## src/rtl/pc_ctrl.sv

```systemverilog
// -----------------------------------------------------------------------------
// pc_ctrl : program counter and branch-resolution stage.
//
// Sits directly downstream of the cmp comparator. Owns the architectural PC,
// issues sequential fetch addresses, redirects on taken branches and jumps, and
// traps on misaligned taken targets, holding until trap_ack.
//
// Optional feature macro: PC_CTRL_STATS_EN (adds the stat_* counter outputs).
//
// Parameters
//   XLEN      datapath / PC width
//   RESET_PC  PC value loaded on reset and on trap acknowledge
//
// Ports
//   clk        in   system clock, rising edge
//   rst        in   asynchronous active-high reset
//   stall      in   hold the fetch PC (downstream not ready)
//   ex_valid   in   execute stage holds a valid instruction
//   ex_branch  in   conditional branch in execute
//   ex_jal     in   JAL in execute
//   ex_jalr    in   JALR in execute
//   cmp_q      in   comparator result for the branch (1 = condition true)
//   ex_pc      in   PC of the execute-stage instruction
//   ex_imm     in   sign-extended immediate
//   ex_rs1     in   rs1 value (JALR base)
//   trap_ack   in   leave the trap state
//   pc         out  current fetch address (registered)
//   pc_valid   out  pc is a valid fetch request (registered)
//   flush      out  one-cycle kill of younger instructions (registered)
//   link       out  ex_pc + 4, combinational, rd writeback for JAL/JALR
//   trap       out  misaligned-target trap pending (registered)
//   trap_pc    out  ex_pc of the faulting instruction (registered)
//   stat_branches / stat_taken / stat_redirects (PC_CTRL_STATS_EN only)
//              out  saturating event counters (registered)
// -----------------------------------------------------------------------------
module pc_ctrl #(
  parameter int unsigned     XLEN     = 32,
  parameter logic [XLEN-1:0] RESET_PC = '0
) (
  input  logic            clk,
  input  logic            rst,
  input  logic            stall,
  input  logic            ex_valid,
  input  logic            ex_branch,
  input  logic            ex_jal,
  input  logic            ex_jalr,
  input  logic            cmp_q,
  input  logic [XLEN-1:0] ex_pc,
  input  logic [XLEN-1:0] ex_imm,
  input  logic [XLEN-1:0] ex_rs1,
  input  logic            trap_ack,
  output logic [XLEN-1:0] pc,
  output logic            pc_valid,
  output logic            flush,
  output logic [XLEN-1:0] link,
  output logic            trap,
  output logic [XLEN-1:0] trap_pc
`ifdef PC_CTRL_STATS_EN
  ,
  output logic [31:0]     stat_branches,
  output logic [31:0]     stat_taken,
  output logic [31:0]     stat_redirects
`endif
);

  localparam logic [XLEN-1:0] PC_STEP = XLEN'(4);

  typedef enum logic [1:0] {
    BOOT = 2'd0,
    RUN  = 2'd1,
    TRAP = 2'd2
  } state_e;

  state_e          state_q, state_d;
  logic [XLEN-1:0] pc_q, pc_d;
  logic [XLEN-1:0] trap_pc_q, trap_pc_d;
  logic            pc_valid_q, pc_valid_d;
  logic            flush_q, flush_d;
  logic            trap_q, trap_d;

  logic            jalr_sel;
  logic            take;
  logic            aligned;
  logic [XLEN-1:0] jalr_sum;
  logic [XLEN-1:0] target;

  // Redirect resolution; JAL wins over JALR when both decode bits are set.
  assign jalr_sel = ex_jalr & ~ex_jal;
  assign jalr_sum = ex_rs1 + ex_imm;
  assign target   = jalr_sel ? (jalr_sum & ~XLEN'(1)) : (ex_pc + ex_imm);
  assign take     = ex_valid & (ex_jal | ex_jalr | (ex_branch & cmp_q));
  assign aligned  = (target[1:0] == 2'b00);

  assign link = ex_pc + PC_STEP;

  // State and output registers.
  always_ff @(posedge clk or posedge rst) begin
    if (rst) begin
      state_q    <= BOOT;
      pc_q       <= RESET_PC;
      pc_valid_q <= 1'b0;
      flush_q    <= 1'b0;
      trap_q     <= 1'b0;
      trap_pc_q  <= '0;
    end else begin
      state_q    <= state_d;
      pc_q       <= pc_d;
      pc_valid_q <= pc_valid_d;
      flush_q    <= flush_d;
      trap_q     <= trap_d;
      trap_pc_q  <= trap_pc_d;
    end
  end

  // Next-state and next-output logic.
  always_comb begin
    state_d   = state_q;
    pc_d      = pc_q;
    flush_d   = 1'b0;
    trap_d    = trap_q;
    trap_pc_d = trap_pc_q;

    unique case (state_q)
      BOOT: begin
        state_d = RUN;
      end
      RUN: begin
        // A redirect overrides both sequential advance and stall.
        if (take) begin
          flush_d = 1'b1;
          if (aligned) begin
            pc_d = target;
          end else begin
            state_d   = TRAP;
            trap_d    = 1'b1;
            trap_pc_d = ex_pc;
          end
        end else if (!stall) begin
          pc_d = pc_q + PC_STEP;
        end
      end
      TRAP: begin
        if (trap_ack) begin
          state_d = RUN;
          trap_d  = 1'b0;
          pc_d    = RESET_PC;
        end
      end
      default: begin
        state_d = BOOT;
      end
    endcase

    // Fetch requests are only valid while running.
    pc_valid_d = (state_d == RUN);
  end

  assign pc       = pc_q;
  assign pc_valid = pc_valid_q;
  assign flush    = flush_q;
  assign trap     = trap_q;
  assign trap_pc  = trap_pc_q;

`ifdef PC_CTRL_STATS_EN
  localparam int unsigned STAT_W = 32;

  logic [STAT_W-1:0] stat_br_q, stat_tk_q, stat_rd_q;
  logic              cnt_branch, cnt_taken, cnt_redir;

  // Execute inputs are only acted on in RUN, so events are counted only there.
  assign cnt_branch = (state_q == RUN) & ex_valid & ex_branch & ~ex_jal & ~ex_jalr;
  assign cnt_taken  = cnt_branch & cmp_q;
  assign cnt_redir  = (state_q == RUN) & take & aligned;

  // Saturating event counters.
  always_ff @(posedge clk or posedge rst) begin
    if (rst) begin
      stat_br_q <= '0;
      stat_tk_q <= '0;
      stat_rd_q <= '0;
    end else begin
      if (cnt_branch && (stat_br_q != '1)) stat_br_q <= stat_br_q + STAT_W'(1);
      if (cnt_taken  && (stat_tk_q != '1)) stat_tk_q <= stat_tk_q + STAT_W'(1);
      if (cnt_redir  && (stat_rd_q != '1)) stat_rd_q <= stat_rd_q + STAT_W'(1);
    end
  end

  assign stat_branches  = stat_br_q;
  assign stat_taken     = stat_tk_q;
  assign stat_redirects = stat_rd_q;
`endif

endmodule
```

## config.mk

```make
export PLATFORM = sky130hd
export DESIGN_NAME = pc_ctrl
export DESIGN_NICKNAME = d
export VERILOG_FILES = /design/src/rtl/pc_ctrl.sv
export SDC_FILE = /design/constraint.sdc
export NUM_CORES = 1
export LEC_CHECK = 0
export ABC_AREA = 1
export CORE_ASPECT_RATIO = 0.7
export CORE_UTILIZATION = 55
export DETAILED_ROUTE_END_ITERATION = 7
export PLACE_DENSITY = 0.86
export SYNTH_ARGS = -nofsm -noshare
export SYNTH_HDL_FRONTEND = slang
export SYNTH_SLANG_ARGS = --single-unit
```

## constraint.sdc

```tcl
create_clock -name clk -period 4 [get_ports clk]
set_input_delay 0.8 -clock clk [delete_from_list [all_inputs] [get_ports clk]]
set_output_delay 0.8 -clock clk [all_outputs]
set_load 0.01 [all_outputs]
```

== After elaboration in Yosys (flattened, before gate mapping) ==
Index checks and enable logic that the tools add are counted.

* Flip-flop bits (word level): 69
* Bits in latches: 0
* Memory bits (writable): 0
* ROM bits: 0
* Logic and storage cells: 47
* Memories: 0

* Add/sub/neg operators: 4
* Multiply operators: 0
* Div/mod/pow operators: 0
* Order comparisons: 0
* Equality and inequality tests: 8
* Shift operators: 0
* Muxes and demuxes: 16
* Bitwise logic cells: 7
* Reduce and logical (&&, ||, !) cells: 6

{| class="wikitable"
|+ Operators by type and width
! kind !! count
|-
| two-way mux 32 bit || 5
|-
| adder 32 x 3 -> 32 bit, second input constant || 2
|-
| adder 32 bit || 2
|-
| case mux 32 bit (2 select lines) || 1
|-
| AND reduction 4 bit || 2
|-
| two-way mux 2 bit || 3
|-
| inequality test 2 bit, second input constant || 3
|-
| inequality test 3 bit, second input constant || 2
|-
| case mux 2 bit (3 select lines) || 1
|-
| two-way mux 1 bit || 5
|-
| == test 2 x 1 -> 1 bit, second input constant || 2
|-
| zero test 2 bit || 2
|-
| bitwise AND 1 bit || 3
|-
| AND reduction 3 bit || 1
|-
| == test 2 bit, second input constant || 1
|-
| NOT 1 bit || 2
|-
| OR 1 bit || 2
|-
| case mux 1 bit (2 select lines) || 1
|-
| nonzero test 2 bit || 1
|}

== Depth between registers and ports, before layout ==
* Word-level depth: 8
* Depth in mapped cells: 17
* Mapped depth without buffers: 17

== Worst setup path before layout ==
No wires, ideal clock.

* Path type: input port to output port
* Start point: input ex_pc[2]
* End point: output link[26]
* Arrival time: 2220 ps
* Required time: 3200 ps
* Slack: 980 ps
* Stages: 10
* Cells stage by stage: ha_1 -> nand3_2 -> nor3_2 -> inv_1 -> nor2_2 -> nand3_2 -> nor3_4 -> nand2_2 -> nor2_1 -> xor2_1

* Cells in the longest elaborated chain, start to end: 1

{| class="wikitable"
|+ Ends and longest elaborated chain
! element !! RTL line !! text
|-
| start, declared || 48 || <nowiki>input logic [XLEN-1:0] ex_pc,</nowiki>
|-
| adder 32 x 3 -> 32 bit || 94 || <nowiki>assign link = ex_pc + PC_STEP;</nowiki>
|-
| end, declared || 55 || <nowiki>output logic [XLEN-1:0] link,</nowiki>
|}

Every way passes these cells.

== Worst setup path in the final report ==
* Start point: input ex_pc[3]
* End point: output link[24]

The elaborated chain is that of the path after synthesis.

==> metrics <==
count leader, synth=nand2_1; die outline width=approximately 160 um; hold buffer count at CTS=0; kind of critical path=input pin to output pin; share of layout cells above drive strength 1=around 5%; Leakage Power=0.006858 uW; Area Overhead vs Synth=31.31%; first drt pass iteration count=6; starting density of the core=approximately 57%; Synth Area in Adders=9.434%; Critical Path End Type=output pin; slowest stage delay, CP=approximately 0.49 ns; Slew @ Worst Pin=approximately 0.83 ns; Clock transition at path regs=~0.060 ns; CP cell instances=clkdlybuf4s50_1 -> ha_2 -> nand3_2 -> nor3_4 -> inv_1 -> nor2_4 -> nand3_4 -> nor3_4 -> buf_4 -> nand2_2 -> buf_4 -> xor2_1 -> dlygate4sd2_1; total power=about 5400 uW; Main synth FF type=dfrtp_1; CP startpoint=ex_pc[3]; CP arrival=roughly 3.1 ns; Synth top cells by count=nand2_1, inv_1, nor2_1; worst hold path type=flop to flop; Final min period=~3.9 ns; Synth Register Bits=69; peak supply drop=around 0.4 mV; clk root buf=clkbuf_16; Post-Place Cells=between 2k and 2.5k; Yosys warnings=0; HPWL Detailed=about 27000 um; Vias/cell=roughly 5.3; hold-critical path depth=2; mux share of post-synthesis cell area=0%; Final WS setup=between 0.09 and 0.1 ns; worst-path fanout max=3; Fillers=around 1.3k; Final ANT Viol Nets=0; min-delay src=trap_pc[22]$_DFFE_PP0P_; via count=around 11k; DRC=0; final WL=32960 um; crit start category=input pin; required time of the worst setup path=roughly 3.2 ns; Cell Area, Synth=~9300 um^2; insertion delay to the later sink of the worst-skew pair=around 0.36 ns; Final Skew=approximately 0.014 ns; Crit-path slowest cell=clkdlybuf4s50_1; gr ovfl total=0; Diodes inserted=0; number of setup violations in the final report=0; Post-synth EDFFs=0; row count=39; Cells after Synth=1689; RePlAce Congestion=slightly above 1; average wire per standard cell=between 15 and 20 um; Total Nets Final=~2.1k; sequential area share after synthesis=a little under a fifth; Simple-Gate Fraction of Synth Area=about 44%; initial antenna violation count=0; Iter 0 DRT Violations=around 1.3k; f_max=between 0.2 and 0.3 GHz; PortBufs=approximately 200; Synth area leader=nand2_1; Syn Area/Cell=between 5 and 6 um^2; top post-synthesis cells by area=nand2_1, dfrtp_1, inv_1, ha_1, nand3_1; CTS tree=yes; worst r2r src=pc[2]$_DFFE_PP0P_; I/O pins=204; max_cap viols=0; die height=approximately 110 um; post-synthesis xor/xnor area fraction=under 10%; CTS Buf Count=9; relative slew slack=about 44%; Max Root-Sink Buffers=2; total track usage=a little under two fifths; pwr dens=between 400 and 500 nW/um^2; die area=between 15000 and 20000 um^2; Place WS=-0.1775 ns; compound-gate portion of the synthesized area=9.327%; syn_nets=roughly 1.9k; Reg2Reg Depth=12; first-pass GRT wire length=approximately 53000 um; status=complete, no violations; CTS Sinks=slightly below 70; Floorplan Core Area=between 15000 and 20000 um^2; largest family of logic cells by synthesized area=simple AND/OR/NAND/NOR gates; Async S/R FF share, synth=100.0%; number of global-route vias before repair=between 10k and 15k; CTS H-tree lvls=3; Final Cycle Share=a little over nine tenths; Post-Layout Cell Count=about 2.2k; fin. max-slew vios=0; top cell type's share of synthesized area=27.46%; Final Hold Viols=0; Synth cell types=46; pin count of the biggest net entering global routing=39
## per-stage QoR
stage / hold slack, ns / area (um^2) / setup TNS, ns / utilization (%)
final: 0.4800 / 12230 / 0 / 74.34
after global routing: 0.5036 / 12230 / -0.06898 / 74.34
after CTS: 0.4819 / 12160 / 0 / 73.95
after detailed placement: 0.4668 / 11770 / -0.8588 / 71.58
after global placement: 0.4624 / 11770 / -0.3355 / 71.58
after floorplan: 0.5154 / 9310 / 0 / -
## cells by family after synthesis
| family | count (synthesis) |
|---|---|
| AO/OA/AOI/OAI | 160 |
| adder cells (fa/ha/maj) | 69 |
| XOR/XNOR | 49 |
| buffers and inverters | 337 |
| flip-flops | 69 |
| AND/OR/NAND/NOR | 1005 |
## timing repair
item	in CTS	in global routing
setup buffers	6	5
cloned	0	0
gates resized for setup	12	15
pin swaps	4	5
setup endpoints to repair	11	11
## layer usage
metal	up-vias	track usage (%)	wire, um
li1	5696	-	-
met1	5070	53.76	14880
met2	614	58.41	13710
met3	63	8.561	3613
met4	0	11.13	764
met5	-	0	0
## cell type report
class,count,area (um^2),share of cell area [%]
multi-input combinational,1283,6342,51.88
timing repair buffer,247,2374,19.41
sequential,69,1727,14.12
inverter,312,1171,9.579
tap,225,281.5,2.303
clock buffer,9,225.2,1.842
clock inverter,7,105.1,0.8597
## worst max-delay path, delay by kind of cell
family	cells	cell delay, ns
buf+inv	5	1.15
fa+ha+maj	1	0.21
simple gates	6	0.81
xor+xnor	1	0.13
## layout by cell type (no fill, tap or decap), drive strengths merged, types with 18 or more instances in the layout
master         count
nor3              25
xor2              42
a21oi             78
clkdlybuf4s50    190
nor2             139
nand3            123
ha                67
nand2            684
dfrtp             69
buf               44
o21ai             65
inv              316
nand4             18
## state kept, by name (all words and copies together), names as in the netlist
name and flops:
trap 1, trap_pc 32, flush 1, pc 32
state_q 2, pc_valid 1
## final timing paths
check	end	slack, ns
max	link[24]	0.09
min	trap_pc[22]$_DFFE_PP0P_	0.48
max reg2reg	pc[22]$_DFFE_PP0P_	1.62
min reg2reg	trap_pc[22]$_DFFE_PP0P_	0.48
max in group asynchronous	trap_pc[30]$_DFFE_PP0P_	2.37
min in group asynchronous	pc_valid$_DFF_PP0_	0.92
## where the power goes
group	total [uW]	internal, uW	switching, uW
clock network	946	558	388
registers	1370	1040	336
logic	3040	1320	1720
total	5360	2920	2450
No activity file was read; power rests on OpenSTA's default activity.
